### src/rtl/spram_be_clr.sv
// Simple-dual-port synchronous RAM with per-byte write enables and a selectable read latency.
// An optional sequencer fills the array with CLEAR_VALUE after every reset; both ports stay blocked until it finishes.
module spram_be_clr #(
    parameter int addr_width = 8,
    parameter int data_width = 8,
    parameter int byte_width = 8,
    parameter int NUMWORDS = 1 << addr_width,
    parameter int RD_LATENCY = 1,
    parameter int RDW_MODE = 0,
    parameter int CLEAR_ON_RESET = 1,
    parameter logic [data_width-1:0] CLEAR_VALUE = '0
) (
    input  logic                             clock,
    input  logic                             reset,
    input  logic [addr_width-1:0]            rdaddress,
    input  logic                             rden,
    input  logic [addr_width-1:0]            wraddress,
    input  logic [data_width-1:0]            data,
    input  logic                             wren,
    input  logic [data_width/byte_width-1:0] byteena,
    output logic [data_width-1:0]            q,
    output logic                             q_valid,
    output logic                             busy
);
    localparam int LANES = data_width / byte_width;
    localparam logic [addr_width:0] DEPTH = (addr_width + 1)'(NUMWORDS);
    localparam logic [addr_width-1:0] LAST = addr_width'(NUMWORDS - 1);

    typedef enum logic {IDLE, CLEAR} state_t;

    state_t                state, state_nxt;
    logic [addr_width-1:0] cnt;
    logic                  clr_we;
    logic [data_width-1:0] mem [NUMWORDS] = '{default: CLEAR_VALUE};

    logic                  wr_in_range, rd_in_range, wr_ok, rd_ok;
    logic [data_width-1:0] wr_old, wr_merged, rd_old, rd_word;

    always_ff @(posedge clock or posedge reset) begin
        if (reset) begin
            state <= (CLEAR_ON_RESET != 0) ? CLEAR : IDLE;
            cnt   <= '0;
        end else begin
            state <= state_nxt;
            if (clr_we)
                cnt <= cnt + 1'b1;
        end
    end

    always_comb begin
        state_nxt = state;
        if (state == CLEAR && cnt == LAST)
            state_nxt = IDLE;
    end

    always_comb begin
        busy   = (state == CLEAR);
        clr_we = (state == CLEAR);
    end

    always_comb begin
        wr_in_range = ({1'b0, wraddress} < DEPTH);
        rd_in_range = ({1'b0, rdaddress} < DEPTH);
        wr_ok       = wren && !busy && wr_in_range;
        rd_ok       = rden && !busy;
        wr_old      = wr_in_range ? mem[wraddress] : '0;
        rd_old      = rd_in_range ? mem[rdaddress] : '0;
        wr_merged   = wr_old;
        for (int i = 0; i < LANES; i++) begin
            if (byteena[i])
                wr_merged[i*byte_width +: byte_width] = data[i*byte_width +: byte_width];
        end
        // Mode 1 forwards the merged word; mode 0 keeps the array's pre-write value.
        rd_word = rd_old;
        if (RDW_MODE != 0 && wr_ok && rd_in_range && wraddress == rdaddress)
            rd_word = wr_merged;
    end

    always_ff @(posedge clock) begin
        if (clr_we)
            mem[cnt] <= CLEAR_VALUE;
        else if (wr_ok)
            mem[wraddress] <= wr_merged;
    end

    generate
        if (RD_LATENCY == 2) begin : g_lat2
            logic [data_width-1:0] q_p0;
            logic                  vld_p0;

            always_ff @(posedge clock or posedge reset) begin
                if (reset) begin
                    q_p0    <= '0;
                    vld_p0  <= 1'b0;
                    q       <= '0;
                    q_valid <= 1'b0;
                end else begin
                    vld_p0 <= rd_ok;
                    if (rd_ok)
                        q_p0 <= rd_word;
                    // stage p0 -> output register
                    q_valid <= vld_p0;
                    if (vld_p0)
                        q <= q_p0;
                end
            end
        end else begin : g_lat1
            always_ff @(posedge clock or posedge reset) begin
                if (reset) begin
                    q       <= '0;
                    q_valid <= 1'b0;
                end else begin
                    q_valid <= rd_ok;
                    if (rd_ok)
                        q <= rd_word;
                end
            end
        end
    endgenerate

endmodule

### config.mk
export PLATFORM = sky130hd
export DESIGN_NAME = spram_be_clr
export DESIGN_NICKNAME = d
export VERILOG_FILES = /design/src/rtl/spram_be_clr.sv
export SDC_FILE = /design/constraint.sdc
export NUM_CORES = 2
export LEC_CHECK = 0
export CORE_ASPECT_RATIO = 0.75
export CORE_MARGIN = 3
export CORE_UTILIZATION = 35
export DETAILED_ROUTE_END_ITERATION = 6
export GPL_ROUTABILITY_DRIVEN = 0
export PLACE_DENSITY_LB_ADDON = 0.1
export SYNTH_ARGS = -nofsm -noshare
export SYNTH_HDL_FRONTEND = slang
export SYNTH_SLANG_ARGS = --single-unit
### constraint.sdc
create_clock -name clock -period 12.3 [get_ports clock]
set_input_delay 3.69 -clock clock [delete_from_list [all_inputs] [get_ports clock]]
set_output_delay 3.69 -clock clock [all_outputs]
set_load 0.01 [all_outputs]
==> reports/metrics.yaml <==
outcome: "complete, but fails checks"
violations: "capacitance limit"
synthFlopType: "edfxtp_1"
wire_per_inst_um: 32.8
period_share_pct: 58.2
leakagePower_nw: 27.4
drv_cap: 2
drtIter0Drc: 4888
grt_start_max_net_pins: 160
place_hpwl_mm: 149
yosys_warnings: 0
drv_slew: 0
die_area_sq_um: 237000
ir_worst_vdd_v: 0.000125
tightest_slew_ns: 1.49
critPathRequiredTime_ns: 12.75
rsz0062_at_grt: "no"
area_growth_pct: 12.1
cts_tree: "yes"
cts_setup_buffers: 0
worstSetupPathType: "in2reg"
grt_pass1_vias: 39900
synth.avg_cell_area_sq_um: 20.3
die_h_um: 423
fmax_mhz: 140
clkTransAtPathRegs_ns: 0.06
drt_first_pass_iters: 5
crit_path_start_kind: "input port"
netlist.area_leader.share_pct: 75.9
initial_utilization_pct: 35.3
maxSlewHeadroom_pct: 0.0220
p_total_w: 0.0145
r2r_setup_slack_ns: 7.86
synth_edf_count: 2048
avgViaCountPerCell: 5.54
register_area_sq_um: 62000
synth_cell_types: 69
cts_buffers: 211
syn_nets: 4026
place_inst: 6965
fin_worst_hold_slack_ns: 0.567
multiInputGateArea_sq_um: 17400
tns_ns: 0
fillerInstances: 20500
synth_area_leaders: "edfxtp_1 (76%), mux4_2 (9.8%), mux2i_1 (3.5%)"
drc: 0
core_sq_um: 230000
worstSkewPairLatency_ns: 0.84
layout.cells.non_filler: 7338
h-tree-depth: 4
antenna_found_initial: 23
syn_inst: 3996
yosysTopAreaCell: "edfxtp_1"
cp-end-kind: "flop"
overflow: 0
hold_class: "reg2reg"
period_needed_ns: 7.16
gr-usage-all-layers_pct: 20.0
ctsResizeCount: 0
drt_wl_total_mm: 241
seq_area_frac_synth_pct: 76.5
hold_viol: 0
fin_ws_ns: 5.14
grt_pass1_wl_mm: 335
setup_viol: 0
synth-async-reset-ratio_pct: 0.871
synth_seq_cells: 2066
netlist_area_sq_um: 81000
vias: 40600
nets: 4129
cp.arrival_ns: 7.61
ios: 39
critPathMaxFanout: 16
dp_slack_ns: 4.13
ant_nets: 0
finalClockSkew_ns: 0.0551
clk_path_buf_depth: 4
num_rows: 152
fp.dieW_um: 561
cts_hold_buf: 0
clkSinkCount: 2066
io_buffer_count: 38
clock-root-buffer: "clkbuf_16"
power.density_nw_per_um2: 159
drive_gt1_share_pct: 19.0
[area by class of cell]
cell class,count,area share [%]
Clock inverter,103,0.927
Antenna cell,3,0.00826
Timing Repair Buffer,133,1.37
Tap cell,3080,4.24
Multi-Input combinational cell,1681,19.2
Clock buffer,266,6.06
Sequential cell,2066,68.2
Inverter,6,0.0275
[worst max-delay path, cell delays in order]
cell,delay (ns)
clkdlybuf4s50_1,0.52
nand2_1,0.28
nor2_1,0.07
buf_4,0.21
o31ai_1,0.80
nand3_1,0.70
buf_4,0.44
nor2_1,0.85
[cell families (layout without fill, tap and decap cells)]
logic type | count (synthesis) | count (layout) | share of synthesized area, %
flops | 2066 | 2066 | 76.5
other cells | 0 | 3 | 0
simple gates | 547 | 547 | 3.05
fa+ha+maj | 1 | 1 | 0.0154
xor+xnor | 7 | 7 | 0.0757
buf+inv | 249 | 508 | 2.13
mux | 693 | 693 | 14.4
compound gates | 433 | 433 | 3.89
[where the power goes]
part,switching [W],internal [W]
Clock,0.00268,0.00342
Combinational,0.000440,0.000193
Sequential,0.0000111,0.00772
[layout by cell type (no fill, tap or decap), types with 17 or more instances in the layout]
cell / netlist / routed
edfxtp_1: 2048 / 2048
mux4_2: 354 / 354
mux2i_1: 286 / 286
nor2_1: 272 / 270
clkbuf_16: 0 / 212
nand2_1: 101 / 100
o22ai_1: 97 / 97
buf_4: 37 / 85
a22oi_1: 62 / 62
o221ai_1: 58 / 58
clkbuf_1: 95 / 54
a21oi_1: 50 / 50
nand3_1: 48 / 46
clkinv_2: 0 / 41
mux2_2: 40 / 40
clkinv_1: 0 / 40
clkdlybuf4s50_1: 0 / 34
a211oi_1: 28 / 28
o21ai_0: 26 / 26
nand4_1: 22 / 22
dfrtp_1: 17 / 17
[layer usage]
layer,vias to the layer above,track usage [%],share of wire (%)
met5,-,0,0.011
met4,4,4.46,2.2
met3,277,3.50,6.5
met2,1370,28.3,43
met1,22100,32.0,49
li1,16900,-,-
[per-stage QoR]
| stage | util (%) | instance area (sq um) |
|---|---|---|
| global route | 39.6 | 90800 |
| finish | 39.6 | 90800 |
| global placement | 36.8 | 84500 |
| floorplan | - | 81000 |
| detailed placement | 36.8 | 84500 |
| CTS | 39.6 | 90800 |
[state kept, by name (all words and copies together), names as in the netlist]
name	count
mem	2048
q	8
q_valid	1
busy	1
cnt	8
[path summary, 6_finish.rpt]
kind,start,endpoint,cells past startpoint
max,wren,mem[56][4],8
min,cnt[3],cnt[3],1
max reg2reg,busy,mem[220][1],8
min reg2reg,cnt[3],cnt[3],1
max in group asynchronous,reset,busy,3
min in group asynchronous,reset,q[4],3
[cells in the mapped netlist (10+ instances only)]
cell and count:
nand4_1 22, nor3_1 16, buf_2 44, nand3b_1 14, o221ai_1 58, a22oi_1 62, a221oi_1 14, nand3_1 48
clkbuf_1 95, buf_1 11, buf_4 37, buf_12 15, a2111oi_0 10, and2_1 14, mux4_1 13, o211ai_1 11
a21oi_1 50, mux2i_1 286, nand2b_1 16, buf_6 27, nor2_1 272, a22o_1 15, o21ai_0 26, o31ai_1 10
nand2_1 101, mux2_2 40, buf_8 13, mux4_2 354, a211oi_1 28, edfxtp_1 2048, nor4_1 11, dfrtp_1 17
o22ai_1 97
(Power assumes the default switching activity.)
